<file path="src/rtl/if_fetch_if.sv">
// Fetch-stage bundle: instruction-memory port plus
// the decoded fields handed to the IF/ID register.
interface if_fetch_if;
  logic [31:0] i_inst_addr;
  logic [31:0] i_instr;
  logic [31:0] IF_pc;
  logic [5:0]  IF_op;
  logic [5:0]  IF_func;
  logic [4:0]  IF_rs;
  logic [4:0]  IF_rt;
  logic [4:0]  IF_rd;
  logic [15:0] IF_immediate;
  logic [25:0] IF_instrIndex;
  logic        IF_BD;
  logic [4:0]  IF_ExcCode;

  modport master (
    output i_inst_addr,
    input  i_instr,
    output IF_pc,
    output IF_op,
    output IF_func,
    output IF_rs,
    output IF_rt,
    output IF_rd,
    output IF_immediate,
    output IF_instrIndex,
    output IF_BD,
    output IF_ExcCode
  );

  modport slave (
    input  i_inst_addr,
    output i_instr,
    input  IF_pc,
    input  IF_op,
    input  IF_func,
    input  IF_rs,
    input  IF_rt,
    input  IF_rd,
    input  IF_immediate,
    input  IF_instrIndex,
    input  IF_BD,
    input  IF_ExcCode
  );
endinterface

</file>
<file path="src/rtl/if_fetch_stage.sv">
// P7 MIPS instruction fetch: PC register, next-PC
// select with stall-held redirect, field slicing, AdEL.
module if_fetch_stage #(
  parameter logic [31:0] PC_RESET  = 32'h0000_3000,
  parameter logic [31:0] EXC_ENTRY = 32'h0000_4180,
  parameter logic [31:0] IM_BASE   = 32'h0000_3000,
  parameter logic [31:0] IM_TOP    = 32'h0000_6FFC
) (
  input  logic        clk,
  input  logic        reset,
  input  logic        stall,
  input  logic        Req,
  input  logic        eret_valid,
  input  logic [31:0] EPC,
  input  logic        redirect_valid,
  input  logic [31:0] redirect_target,
  input  logic        ID_isBJ,
  if_fetch_if.master  bus
);

  logic [31:0] pc;
  logic        pend;
  logic [31:0] pend_target;
  logic        adel;
  logic [31:0] word;

  always_ff @(posedge clk or negedge reset) begin
    if (!reset) begin
      pc          <= PC_RESET;
      pend        <= 1'b0;
      pend_target <= 32'h0;
    end else if (Req) begin
      pc   <= EXC_ENTRY;
      pend <= 1'b0;
    end else if (stall) begin
      // newest capture wins while the PC is frozen
      if (eret_valid) begin
        pend        <= 1'b1;
        pend_target <= EPC;
      end else if (redirect_valid) begin
        pend        <= 1'b1;
        pend_target <= redirect_target;
      end
    end else if (eret_valid) begin
      pc   <= EPC;
      pend <= 1'b0;
    end else if (redirect_valid) begin
      pc   <= redirect_target;
      pend <= 1'b0;
    end else if (pend) begin
      pc   <= pend_target;
      pend <= 1'b0;
    end else begin
      pc <= pc + 32'd4;
    end
  end

  assign adel = (pc[1:0] != 2'b00)
             || (pc < IM_BASE)
             || (pc > IM_TOP);

  // a faulting fetch is squashed to a nop
  assign word = adel ? 32'h0 : bus.i_instr;

  assign bus.i_inst_addr   = pc;
  assign bus.IF_pc         = pc;
  assign bus.IF_op         = word[31:26];
  assign bus.IF_func       = word[5:0];
  assign bus.IF_rs         = word[25:21];
  assign bus.IF_rt         = word[20:16];
  assign bus.IF_rd         = word[15:11];
  assign bus.IF_immediate  = word[15:0];
  assign bus.IF_instrIndex = word[25:0];
  assign bus.IF_BD         = ID_isBJ;
  assign bus.IF_ExcCode    = adel ? 5'd4 : 5'd0;

endmodule
</file>
<file path="src/flat_wrapper.sv">
// flat-port wrapper written by rule: the top's interface ports become plain ports
module if_fetch_stage_flat 
#(
  parameter logic [31:0] PC_RESET  = 32'h0000_3000,
  parameter logic [31:0] EXC_ENTRY = 32'h0000_4180,
  parameter logic [31:0] IM_BASE   = 32'h0000_3000,
  parameter logic [31:0] IM_TOP    = 32'h0000_6FFC
)
  (clk, reset, stall, Req, eret_valid, EPC, redirect_valid, redirect_target, ID_isBJ, bus_i_inst_addr, bus_i_instr, bus_IF_pc, bus_IF_op, bus_IF_func, bus_IF_rs, bus_IF_rt, bus_IF_rd, bus_IF_immediate, bus_IF_instrIndex, bus_IF_BD, bus_IF_ExcCode);
  if_fetch_if bus_i ();
  input  logic clk;
  input  logic reset;
  input  logic stall;
  input  logic Req;
  input  logic eret_valid;
  input  logic [31:0] EPC;
  input  logic redirect_valid;
  input  logic [31:0] redirect_target;
  input  logic ID_isBJ;
  output wire logic [$bits(bus_i.i_inst_addr)-1:0] bus_i_inst_addr;
  input wire logic [$bits(bus_i.i_instr)-1:0] bus_i_instr;
  output wire logic [$bits(bus_i.IF_pc)-1:0] bus_IF_pc;
  output wire logic [$bits(bus_i.IF_op)-1:0] bus_IF_op;
  output wire logic [$bits(bus_i.IF_func)-1:0] bus_IF_func;
  output wire logic [$bits(bus_i.IF_rs)-1:0] bus_IF_rs;
  output wire logic [$bits(bus_i.IF_rt)-1:0] bus_IF_rt;
  output wire logic [$bits(bus_i.IF_rd)-1:0] bus_IF_rd;
  output wire logic [$bits(bus_i.IF_immediate)-1:0] bus_IF_immediate;
  output wire logic [$bits(bus_i.IF_instrIndex)-1:0] bus_IF_instrIndex;
  output wire logic [$bits(bus_i.IF_BD)-1:0] bus_IF_BD;
  output wire logic [$bits(bus_i.IF_ExcCode)-1:0] bus_IF_ExcCode;
  assign bus_i_inst_addr = bus_i.i_inst_addr;
  assign bus_i.i_instr = bus_i_instr;
  assign bus_IF_pc = bus_i.IF_pc;
  assign bus_IF_op = bus_i.IF_op;
  assign bus_IF_func = bus_i.IF_func;
  assign bus_IF_rs = bus_i.IF_rs;
  assign bus_IF_rt = bus_i.IF_rt;
  assign bus_IF_rd = bus_i.IF_rd;
  assign bus_IF_immediate = bus_i.IF_immediate;
  assign bus_IF_instrIndex = bus_i.IF_instrIndex;
  assign bus_IF_BD = bus_i.IF_BD;
  assign bus_IF_ExcCode = bus_i.IF_ExcCode;
  if_fetch_stage #(.PC_RESET(PC_RESET), .EXC_ENTRY(EXC_ENTRY), .IM_BASE(IM_BASE), .IM_TOP(IM_TOP)) u_core (.clk(clk), .reset(reset), .stall(stall), .Req(Req), .eret_valid(eret_valid), .EPC(EPC), .redirect_valid(redirect_valid), .redirect_target(redirect_target), .ID_isBJ(ID_isBJ), .bus(bus_i));
endmodule
</file>
<file path="config.mk">
export PLATFORM = sky130hd
export DESIGN_NAME = if_fetch_stage_flat
export DESIGN_NICKNAME = d
export VERILOG_FILES = /design/src/rtl/if_fetch_if.sv /design/src/rtl/if_fetch_stage.sv /design/src/flat_wrapper.sv
export SDC_FILE = /design/constraint.sdc
export NUM_CORES = 1
export LEC_CHECK = 0
export BUFFER_PORTS_ARGS = -buffer_cell sky130_fd_sc_hd__buf_2
export CORE_ASPECT_RATIO = 0.75
export CORE_MARGIN = 2
export CORE_UTILIZATION = 45
export CTS_CLUSTER_DIAMETER = 100
export DETAILED_ROUTE_END_ITERATION = 10
export PLACE_DENSITY = 0.78
export SLEW_MARGIN = 20
export SYNTH_ARGS = -nofsm -noshare
export SYNTH_HDL_FRONTEND = slang
export SYNTH_SLANG_ARGS = --single-unit
</file>
<file path="constraint.sdc">
create_clock -name clk -period 3 [get_ports clk]
set_input_delay 0.3 -clock clk [delete_from_list [all_inputs] [get_ports clk]]
set_output_delay 0.3 -clock clk [all_outputs]
set_load 0.02 [all_outputs]
</file>
==> impl_results.md, run 1 <==
* Finished layout cell area at 6150 sq um
* Vias post-DR at 5,338
* DR vias/cell at 5.83
* Switch Pwr at 0.950 mW
* Pin count of the biggest net entering global routing at 53
* Cell area after synthesis at 5120 sq um
* Gr usage total at 0.273
* Count of fill cells added during filler insertion at 1,043
* Number of nets in the final layout at 873
* Synthesized area per cell at 8.30 sq um
* Final Total Pwr at 2.81 mW
* CTS Buf Count at 9
* Number of H-tree levels at 3
* Type of element capturing the critical path: output pin
* Combinational cell fraction of total power at 0.252
* Clock transition at the registers of the reported paths at 50 ps
* Number of flops mapped to enable cells by yosys at 0
* Final-report setup violation count at 0
* Worst Path Arrival at 2520 ps
* Vias in the first global route at 4,684
* Clock tree from TritonCTS: yes
* Buffer levels on the longest clock path at 2
* Slew at the pin closest to its max-slew limit at 715 ps
* Cell depth of the worst min-delay path at 3
* Post-synthesis sequential area ratio at 0.318
* Count of port buffers added during placement at 235
* Critical Path Fanout Max at 33
* Required time at the endpoint of the critical path at 2700 ps
* Horizontal die dimension at 127 um
* Proportion of synthesized flip-flops having asynchronous set or reset at 1.00
* Clock root buffer: clkbuf_16
* Remaining global-route overflow at 0
* Yosys warnings at 0
* Total number of clock tree sinks at 65
* Area added between synthesis and finish at 20.2%
* Power per Cell Area at 456 nW/um^2
* Starting density of the core at 0.464
* Area of the core at 11,000 sq um
* Fraction of layout instances using a drive strength above 1 at 0.367
* Worst slack at placement at 576 ps
* Final TNS setup at 0 ps
* Top_reg_cell synth: dfrtp_1
* R2R depth at 6
* Sequential Power Share at 0.393
* Leakage dissipation at 3.15 nW
* Beginning of the worst hold path: EPC[11]
* Final setup slack of the worst path at 182 ps
* Number of placed instances with taps included at 897
* Post-Synthesis Cells at 617
* Antenna viol nets, final at 0
* Critical path's largest stage delay at 490 ps
* Drt drc at 0
* Total internal power at 1.86 mW
* Min-Delay Path Class: in2reg
* Footprint of the multi-input gates at 2730 sq um
* Final critical delay including setup and external delays at 2820 ps
* Fraction of power spent switching nets at 0.339
* Estimated wirelength of the detail-placed design at 12,900 um
* Height of the die at 96.4 um
* Std-Cell Rows at 33
* Run status: complete, no violations
* Top-level port count at 242
* Number of buffers inserted by post-CTS setup repair at 0
* Routability cong. at 0.858
* Initial antenna violation count at 2
* First-pass GRT wire length at 25,600 um
* Floorplan die area at 12,300 sq um
* CP Class: reg2out
* Final hold viol count at 0
* Post-Route Skew at 7.91 ps
* Placement Cell Area at 5870 sq um
* Commonest non-fill, non-tap cell in the layout: buf_2
* Total of flip-flops plus latches after synthesis at 65
* Worst-Skew Late Latency at 340 ps
* Worst setup startpoint: u_core.bus.IF_pc[27]
* Relative max-transition margin at 0.521
* Reg2Reg Launch Point: u_core.bus.IF_pc[2]
* Top achievable clock speed at 0.355 GHz
* Pre-antenna DRT Iters at 5
* Average detailed-routed wire length per instance at 18.8 um
* Register cell area after layout at 1630 sq um
* Wire length reported by the detailed router at 17,200 um
* Slowest cell on the critical path: nor4_1
* Setup repair after global routing missed its margin: false
* Number of max-capacitance violations reported at 0
* Peak supply drop at 327 uV
* Number of distinct library cell variants in the gate-level netlist after synthesis at 65
* Iter 0 DRT Violations at 443
* Startpoint type of the worst setup path: flop
* Portion of total power attributed to the clock network at 0.355
* Filler-free cell count of the finished design at 915
* Final count of pins violating max slew at 0
* Critical path cell sequence: nor4_1 > nand4_1 > nor4_4 > buf_4 > and2_1 > buf_2
* Ratio of final minimum period to clock period at 0.939
* Most used cells in the layout excluding fill and tap cells: buf_2 (235), o21ai_0 (63), dfrtp_1 (63)
==> synth_stat cells, types with 5 or more instances <==
library cell	number	area [sq um]
a21boi_0	9	67.6
a21oi_1	22	110
a221o_1	8	80.1
a221oi_1	11	96.3
a22oi_1	6	45.0
and2_1	33	206
and3_1	10	62.6
buf_1	5	18.8
buf_2	12	60.1
buf_4	75	563
clkbuf_1	19	71.3
dfrtp_1	63	1580
inv_1	7	26.3
mux2i_1	29	290
nand2_1	61	229
nand2b_1	9	56.3
nand3_1	16	80.1
nand4_1	10	62.6
nor2_1	27	101
nor3_1	17	85.1
nor4_1	6	37.5
o211ai_1	9	67.6
o21ai_0	63	315
o221ai_1	8	70.1
o22ai_1	6	37.5
==> critical path, delay by kind of cell, from the launching register on <==
family / cells / cell delay (ps)
buffers and inverters: 2 / 470
DFF: 1 / 440
and+or+nand+nor: 4 / 1250
==> registers in the layout, summed over array words and instances (netlist names) <==
name	flops
u_core.bus.IF_pc	32
u_core.pend	1
u_core.pend_target	32
==> path summary, 6_finish.rpt <==
kind / endpoint / slack [ps]
worst max-delay path: bus_IF_immediate[2] / 180
worst min-delay path: u_core.pend_target[11] / 250
min in group asynchronous: u_core.bus.IF_pc[28] / 530
worst max register to register: u_core.bus.IF_pc[20] / 690
max in group asynchronous: u_core.bus.IF_pc[12] / 1640
worst min register to register: u_core.pend_target[0] / 480
==> timing repair <==
action | 4_1_cts | 5_1_grt
gates resized for setup | 0 | 0
endpoints found under the hold margin | 7 | 0
hold buffers | 1 | 0
==> per-layer routing <==
layer,part of all wire,track usage,wire length (um)
met5,0.00076,0,13
met4,0.016,0.0696,274
met3,0.093,0.0645,1610
met2,0.48,0.469,8300
met1,0.41,0.352,7010
==> power by group through the flow <==
stage / Clock (mW) / Sequential, mW / Combinational [mW]
3_5_place_dp: 0 / 1.12 / 0.703
4_1_cts: 1.01 / 1.10 / 0.707
5_1_grt: 1.04 / 1.12 / 0.778
6_report: 0.995 / 1.10 / 0.707
2_1_floorplan: 0 / 1.12 / 0.468
3_3_place_gp: 0 / 1.11 / 0.692
==> layout make-up <==
cell class	instances	share of cell area
Clock buffer	13	0.0423
Tap cell	140	0.0285
Clock inverter	3	0.00244
Multi-Input combinational cell	432	0.444
Sequential cell	65	0.265
Antenna cell	1	0.000407
Timing Repair Buffer	252	0.212
Inverter	9	0.00549
==> logic make-up after synthesis <==
kind of cell,synth area share
AO/OA/AOI/OAI,0.242
XOR/XNOR,0.0103
adder cells (fa/ha/maj),0.00244
buffers and inverters,0.153
flip-flops,0.318
multiplexers,0.0567
other,0.000733
AND/OR/NAND/NOR,0.217
==> metrics by stage <==
stage / hold slack, ps / util
after global placement: 355 / 0.532
after CTS: 237 / 0.558
after detailed placement: 360 / 0.532
after floorplan: 4.41 / -
after global routing: 274 / 0.558
final: 249 / 0.558
(Power assumes the default switching activity.)
==> inputs of run 2 (changes only) <==
--- a/config.mk
+++ b/config.mk
@@ -5,13 +5,13 @@
 export SDC_FILE = /design/constraint.sdc
 export NUM_CORES = 1
 export LEC_CHECK = 0
-export BUFFER_PORTS_ARGS = -buffer_cell sky130_fd_sc_hd__buf_2
+export BUFFER_PORTS_ARGS = -buffer_cell sky130_fd_sc_hd__buf_4
 export CORE_ASPECT_RATIO = 0.75
 export CORE_MARGIN = 2
-export CORE_UTILIZATION = 45
+export CORE_UTILIZATION = 48
 export CTS_CLUSTER_DIAMETER = 100
 export DETAILED_ROUTE_END_ITERATION = 10
-export PLACE_DENSITY = 0.78
+export PLACE_DENSITY = 0.82
 export SLEW_MARGIN = 20
 export SYNTH_ARGS = -nofsm -noshare
 export SYNTH_HDL_FRONTEND = slang
==> constraint.sdc (replaced) <==
create_clock -name clk -period 2.89 [get_ports clk]
set_input_delay 0.289 -clock clk [delete_from_list [all_inputs] [get_ports clk]]
set_output_delay 0.289 -clock clk [all_outputs]
set_load 0.02 [all_outputs]
==> impl_results.md, run 2 (same netlist as run 1, synthesis figures left out) <==
* Run status: complete, no violations
* Family with the most delay on the worst path: simple AND/OR/NAND/NOR gates
* Startpoint type of the worst setup path: flop
* Count of fill cells added during filler insertion at 906 (-13%)
* Average detailed-routed wire length per instance at 20.3 um (+7.8%)
* Final count of pins violating max slew at 0 (unchanged)
* R2R depth at 6 (unchanged)
* Worst path bufs/invs at 2 (unchanged)
* Height of the die at 93.4 um (-3.0%)
* Critical path's largest stage delay at 510 ps (+20 ps)
* Power per Cell Area at 449 nW/um^2 (-1.5%)
* Antenna viol nets, final at 0 (unchanged)
* Estimated wirelength of the detail-placed design at 13,200 um (+2.4%)
* Peak supply drop at 220 uV (-33%)
* Initial antenna violation count at 0 (-2)
* Register-to-register setup slack at 590 ps (-100 ps)
* Worst-Skew Late Latency at 340 ps (about the same)
* Clock tree from TritonCTS: yes
* Floorplan die area at 11,500 sq um (-6.0%)
* Met2 layer usage reported by global route at 0.488 (+0.0186)
* First-pass GRT wire length at 27,300 um (+6.8%)
* Hold slack final at 75.3 ps (-173 ps)
* Routability cong. at 0.882 (+2.9%)
* Drt drc at 0 (unchanged)
* Remaining global-route overflow at 0 (unchanged)
* Ratio of final minimum period to clock period at 0.979
* Starting density of the core at 0.496 (+0.0312)
* Most used cells in the layout excluding fill and tap cells: buf_4 (246), o21ai_0 (63), dfrtp_1 (63)
* Fraction of layout instances using a drive strength above 1 at 0.365 (-0.00152)
* Min-Delay Path Class: in2async
* Count of antenna diodes in the layout at 0 (-1)
* Register cell area after layout at 1630 sq um (unchanged)
* Number of H-tree levels at 3 (unchanged)
* Clock transition at the registers of the reported paths at 60 ps (about the same)
* Pin count of the biggest net entering global routing at 66 (+25%)
* CP Class: reg2out
* Vias post-DR at 5,566 (+4.3%)
* Count of port buffers added during placement at 235 (unchanged)
* Pre-antenna DRT Iters at 6 (+1)
* Cell with the most instances on the worst path: buf_4
* Total of cells resized after clock tree synthesis at 0 (unchanged)
* Area added between synthesis and finish at 31.0%
* Critical path cell sequence: nor4_1 > nand4_1 > nor4_4 > buf_4 > and2_1 > buf_4
* Post-Route Skew at 7.85 ps (-0.0619 ps)
* Met1 usage in global routing at 0.397 (+0.0449)
* Vias in the first global route at 5,244 (+12%)
* Buffer levels on the longest clock path at 2 (unchanged)
* Final critical delay including setup and external delays at 2830 ps
* Final-report setup violation count at 0 (unchanged)
* Setup repair after global routing missed its margin: false
* Commonest non-fill, non-tap cell in the layout: buf_4
* Required time at the endpoint of the critical path at 2600 ps (-100 ps)
* Cts hold-fix bufs at 0 (-1)
* Worst flop-to-flop path endpoint: u_core.bus.IF_pc[20]
* Worst Path Arrival at 2540 ps (+20 ps)
* Critical Path Fanout Max at 33 (unchanged)
* Reg2Reg Launch Point: u_core.bus.IF_pc[2]
* Top-level port count at 242 (unchanged)
* Number of max-capacitance violations reported at 0 (unchanged)
* Final core utilization at 0.649 (+0.0909)
* DR vias/cell at 6.15 (+5.4%)
* Gr usage total at 0.306 (+0.0328)
* Final TNS setup at 0 ps (unchanged)
* Slowest cell on the critical path: nor4_1
* Iter 0 DRT Violations at 590 (+33%)
* Area of the core at 10,300 sq um (-6.3%)
* Top achievable clock speed at 0.353 GHz
* Final hold viol count at 0 (unchanged)
* Clock root buffer: clkbuf_16
* CTS Buf Count at 9 (unchanged)
* Leakage dissipation at 3.22 nW (+2.2%)
* Std-Cell Rows at 32 (-3.0%)
* Most crowded layer after global routing: met2
* Footprint of the multi-input gates at 2730 sq um (unchanged)
* Global-route met3 utilization at 0.0835 (+0.0191)
* Total number of clock tree sinks at 65 (unchanged)
* Type of element capturing the critical path: output pin
* Slew at the pin closest to its max-slew limit at 870 ps (+156 ps)
* Horizontal die dimension at 123 um (-3.1%)
* Number of nets in the final layout at 868 (-0.57%)
* Relative max-transition margin at 0.420 (-0.101)
* Wire length reported by the detailed router at 18,400 um (+6.7%)
* Number of buffers inserted by post-CTS setup repair at 0 (unchanged)
-- run 2: cell count changes in the layout (fill, tap and decap cells not counted) --
cell,change
buf_12,+1
buf_2,-235
clkbuf_1,-1
diode_2,-1
clkinvlp_4,+3
clkinv_2,-2
clkbuf_8,-2
buf_4,+230
dlygate4sd3_1,-1
clkinv_4,+2
-- run 2: power breakdown --
group	switching, mW	internal (mW)	total [mW]
combinational	0.466	0.369	0.835
clock	0.438	0.582	1.02
sequential	0.134	1.02	1.16
total	1.04	1.97	3.01
-- run 2: final cells by class --
cell class | instances | area share
clock buffer | 10 | 0.0341
tap | 136 | 0.0254
multi-input combinational | 432 | 0.407
timing repair buffer | 247 | 0.278
sequential | 65 | 0.243
clock inverter | 6 | 0.00672
inverter | 9 | 0.00504
-- run 2: worst max path at each step --
| stage | from | to | slack (ps) | cells after the start |
|---|---|---|---|---|
| CTS | u_core.bus.IF_pc[27] | bus_IF_func[3] | 140 | 6 |
| global route | u_core.bus.IF_pc[27] | bus_IF_rd[2] | 8 | 6 |
| floorplan | u_core.bus.IF_pc[25] | bus_IF_immediate[2] | 600 | 6 |
| finish | u_core.bus.IF_pc[27] | bus_IF_func[3] | 60 | 6 |
| detailed placement | u_core.bus.IF_pc[27] | bus_IF_func[3] | 500 | 6 |
| global placement | u_core.bus.IF_pc[27] | bus_IF_func[3] | 560 | 6 |
-- run 2: stage by stage --
step	std cells	power, mW	area [sq um]	worst slack, ps
6_report	905	3.01	6710	59.4
5_1_grt	905	3.13	6710	7.96
4_1_cts	905	2.99	6710	140
3_5_place_dp	889	1.99	6430	504
3_3_place_gp	889	1.96	6430	559
2_1_floorplan	620	1.65	5130	597
-- run 2: metal layers --
layer  share of wire  routed length (um)
met5               0                   0
met4           0.026                 476
met3            0.12                2240
met2            0.48                8720
met1            0.38                6920
==> inputs of run 3 (changes only) <==
--- a/config.mk
+++ b/config.mk
@@ -5,10 +5,11 @@
 export SDC_FILE = /design/constraint.sdc
 export NUM_CORES = 1
 export LEC_CHECK = 0
+export ABC_AREA = 1
 export BUFFER_PORTS_ARGS = -buffer_cell sky130_fd_sc_hd__buf_4
 export CORE_ASPECT_RATIO = 0.75
 export CORE_MARGIN = 2
-export CORE_UTILIZATION = 48
+export CORE_UTILIZATION = 49
 export CTS_CLUSTER_DIAMETER = 100
 export DETAILED_ROUTE_END_ITERATION = 10
 export PLACE_DENSITY = 0.82
==> impl_results.md, run 3 <==
* Most used cells in the layout excluding fill and tap cells: buf_4 (243), nand2_1 (223), inv_1 (94)
* Pin count of the biggest net entering global routing at 66 (unchanged)
* Type of element capturing the critical path: output pin
* Yosys warnings at 0 (unchanged)
* DR vias/cell at 5.23 (-15%)
* Count of antenna diodes in the layout at 0 (unchanged)
* Fraction of power spent switching nets at 0.333 (-0.0110)
* Reg2Reg Launch Point: u_core.bus.IF_pc[2]
* Cell area after synthesis at 5520 sq um (+7.7%)
* Ratio of final minimum period to clock period at 0.959 (-0.0209)
* Wire length reported by the detailed router at 18,300 um (-0.53%)
* Total of cells resized after clock tree synthesis at 0 (unchanged)
* Gr usage total at 0.295 (-0.0116)
* Final count of pins violating max slew at 0 (unchanged)
* Critical Path Fanout Max at 33 (unchanged)
* Filler-free cell count of the finished design at 1,108 (+22%)
* Slowest cell on the critical path: or2_4
* Drt drc at 0 (unchanged)
* Total of flip-flops plus latches after synthesis at 65 (unchanged)
* Register cell area after layout at 1630 sq um (unchanged)
* Number of placed instances with taps included at 1,092 (+23%)
* Final core utilization at 0.648 (-0.00131)
* Area of the core at 10,900 sq um (+5.9%)
* Vias in the first global route at 5,123 (-2.3%)
* Clock tree from TritonCTS: yes
* Top-level port count at 242 (unchanged)
* Combinational cell fraction of total power at 0.284 (+0.007)
* Number of max-capacitance violations reported at 0 (unchanged)
* Clock root buffer: clkbuf_16
* Height of the die at 95.9 um (+2.6%)
* Largest cells by area after synthesis: dfrtp_1 (29%), nand2_1 (15%), buf_4 (11%)
* Number of flops mapped to enable cells by yosys at 0 (unchanged)
* Min-Delay Path Class: in2async
* Final TNS setup at 0 ps (unchanged)
* Cts hold-fix bufs at 0 (unchanged)
* Area added between synthesis and finish at 28.5%
* Critical path's largest stage delay at 800 ps (+290 ps)
* Final Total Pwr at 3.31 mW (+10%)
* Critical path cell sequence: nand2_1 > inv_1 > nand2_1 > o311ai_0 > or2_4 > nor2_1 > buf_4
* Family with the most delay on the worst path: simple AND/OR/NAND/NOR gates
* Top cells by count, synth: nand2_1 (223), inv_1 (94), buf_4 (79)
* Buffer levels on the longest clock path at 2 (unchanged)
* Floorplan die area at 12,100 sq um (+5.3%)
* CTS Buf Count at 9 (unchanged)
* Clock transition at the registers of the reported paths at 60 ps (about the same)
* Worst setup startpoint: u_core.bus.IF_pc[13]
* Post-Route Skew at 9.13 ps (+1.28 ps)
* CP Class: reg2out
* Yosys top cell area share at 0.286 (-0.0221)
* Cell with the most instances on the worst path: nand2_1
* Total internal power at 2.21 mW (+12%)
* Run status: complete, no violations
* Post-Synthesis Cells at 816 (+32%)
* Synth area leader: dfrtp_1
* Starting density of the core at 0.504 (+0.00854)
* Setup repair after global routing missed its margin: false
* Power per Cell Area at 468 nW/um^2 (+4.1%)
* Sequential Power Share at 0.342 (-0.042)
* Routability cong. at 0.952 (+7.9%)
* Post-synthesis sequential area ratio at 0.295 (-0.0229)
* Estimated wirelength of the detail-placed design at 14,100 um (+6.9%)
* Worst path bufs/invs at 2 (unchanged)
* Final-report setup violation count at 0 (unchanged)
* Required time at the endpoint of the critical path at 2600 ps (about the same)
* Final critical delay including setup and external delays at 2770 ps (-60.4 ps)
* Std-Cell Rows at 33 (+3.1%)
* Pre-antenna DRT Iters at 5 (-1)
* Proportion of synthesized flip-flops having asynchronous set or reset at 1.00 (unchanged)
* Number of buffers inserted by post-CTS setup repair at 0 (unchanged)
* First-pass GRT wire length at 27,800 um (+1.9%)
* Number of distinct library cell variants in the gate-level netlist after synthesis at 43 (-34%)
* Commonest non-fill, non-tap cell in the layout: buf_4
* Antenna viol nets, final at 0 (unchanged)
* Remaining global-route overflow at 0 (unchanged)
* Iter 0 DRT Violations at 634 (+7.5%)
* Top achievable clock speed at 0.361 GHz (+2.2%)
* Average detailed-routed wire length per instance at 16.5 um (-19%)
* Worst Path Arrival at 2480 ps (-60 ps)
* Switch Pwr at 1.10 mW (+6.6%)
* Peak supply drop at 238 uV (+8.2%)
* Startpoint type of the worst setup path: flop
* Final hold viol count at 0 (unchanged)
* Number of H-tree levels at 3 (unchanged)
* Portion of total power attributed to the clock network at 0.374 (+0.035)
* Hold slack final at 42.1 ps (-33.2 ps)
* Top_reg_cell synth: dfrtp_1
* Footprint of the multi-input gates at 2740 sq um (+0.41%)
* Fraction of layout instances using a drive strength above 1 at 0.326 (-0.0390)
* Count of fill cells added during filler insertion at 988 (+9.1%)
* Relative max-transition margin at 0.376 (-0.0436)
* Worst-Skew Late Latency at 340 ps (about the same)
* Synthesized area per cell at 6.76 sq um (-19%)
* Count leader, synth: nand2_1
* Leakage dissipation at 3.73 nW (+16%)
* Number of nets in the final layout at 1,067 (+23%)
* Vias post-DR at 5,791 (+4.0%)
* Initial antenna violation count at 0 (unchanged)
* Count of port buffers added during placement at 235 (unchanged)
* Total number of clock tree sinks at 65 (unchanged)
* Horizontal die dimension at 127 um (+2.6%)
* Slew at the pin closest to its max-slew limit at 936 ps (+65.4 ps)
run 3: cell count changes after synthesis, sizes merged, moves of 31 or more:
cell and delta:
nand3 +44, nand2 +167, o21ai -31, nor2 +76, and2 -34, inv +92
run 3: power groups by stage:
stage	Combinational [mW]	Sequential, mW	Clock, mW
global placement	0.924	1.14	0
detailed placement	0.934	1.14	0
floorplan	0.606	1.15	0
finish	0.941	1.13	1.24
CTS	0.940	1.13	1.25
global route	1.02	1.15	1.28
run 3: worst paths after layout:
check	to	cells past startpoint	slack, ps
min in group clk	u_core.pend_target[11]	3	250
worst max-delay path	bus_IF_func[1]	7	120
max in group asynchronous	u_core.bus.IF_pc[6]	1	2260
worst min-delay path	u_core.pend_target[6]	1	40
worst min register to register	u_core.bus.IF_pc[13]	2	510
worst max register to register	u_core.bus.IF_pc[20]	12	780
run 3: cell families after synthesis:
group                    synth area share
other                            0.000680
multiplexers                      0.00612
AO/OA/AOI/OAI                       0.117
adder cells (fa/ha/maj)           0.00227
XOR/XNOR                           0.0111
buffers and inverters               0.211
flip-flops                          0.295
AND/OR/NAND/NOR                     0.356
run 3: layout make-up:
type                       count  area share
multi-input combinational    543       0.387
tap                          140      0.0247
clock inverter                 5      0.0120
inverter                     101      0.0535
clock buffer                  11      0.0357
timing repair buffer         243       0.257
sequential                    65       0.230
run 3: metrics by stage:
| step | setup slack, ps | cell area [sq um] |
|---|---|---|
| after floorplan | 722 | 5530 |
| after CTS | 113 | 7090 |
| after global placement | 555 | 6750 |
| after detailed placement | 491 | 6750 |
| final | 120 | 7090 |
| after global routing | 0.923 | 7090 |
run 3: metal layers:
| metal | global-route usage | vias up | part of all wire |
|---|---|---|---|
| li1 | - | 2805 | - |
| met1 | 0.423 | 2632 | 0.41 |
| met2 | 0.447 | 333 | 0.45 |
| met3 | 0.0806 | 21 | 0.12 |
| met4 | 0.0577 | 0 | 0.011 |
| met5 | 0 | - | 0 |
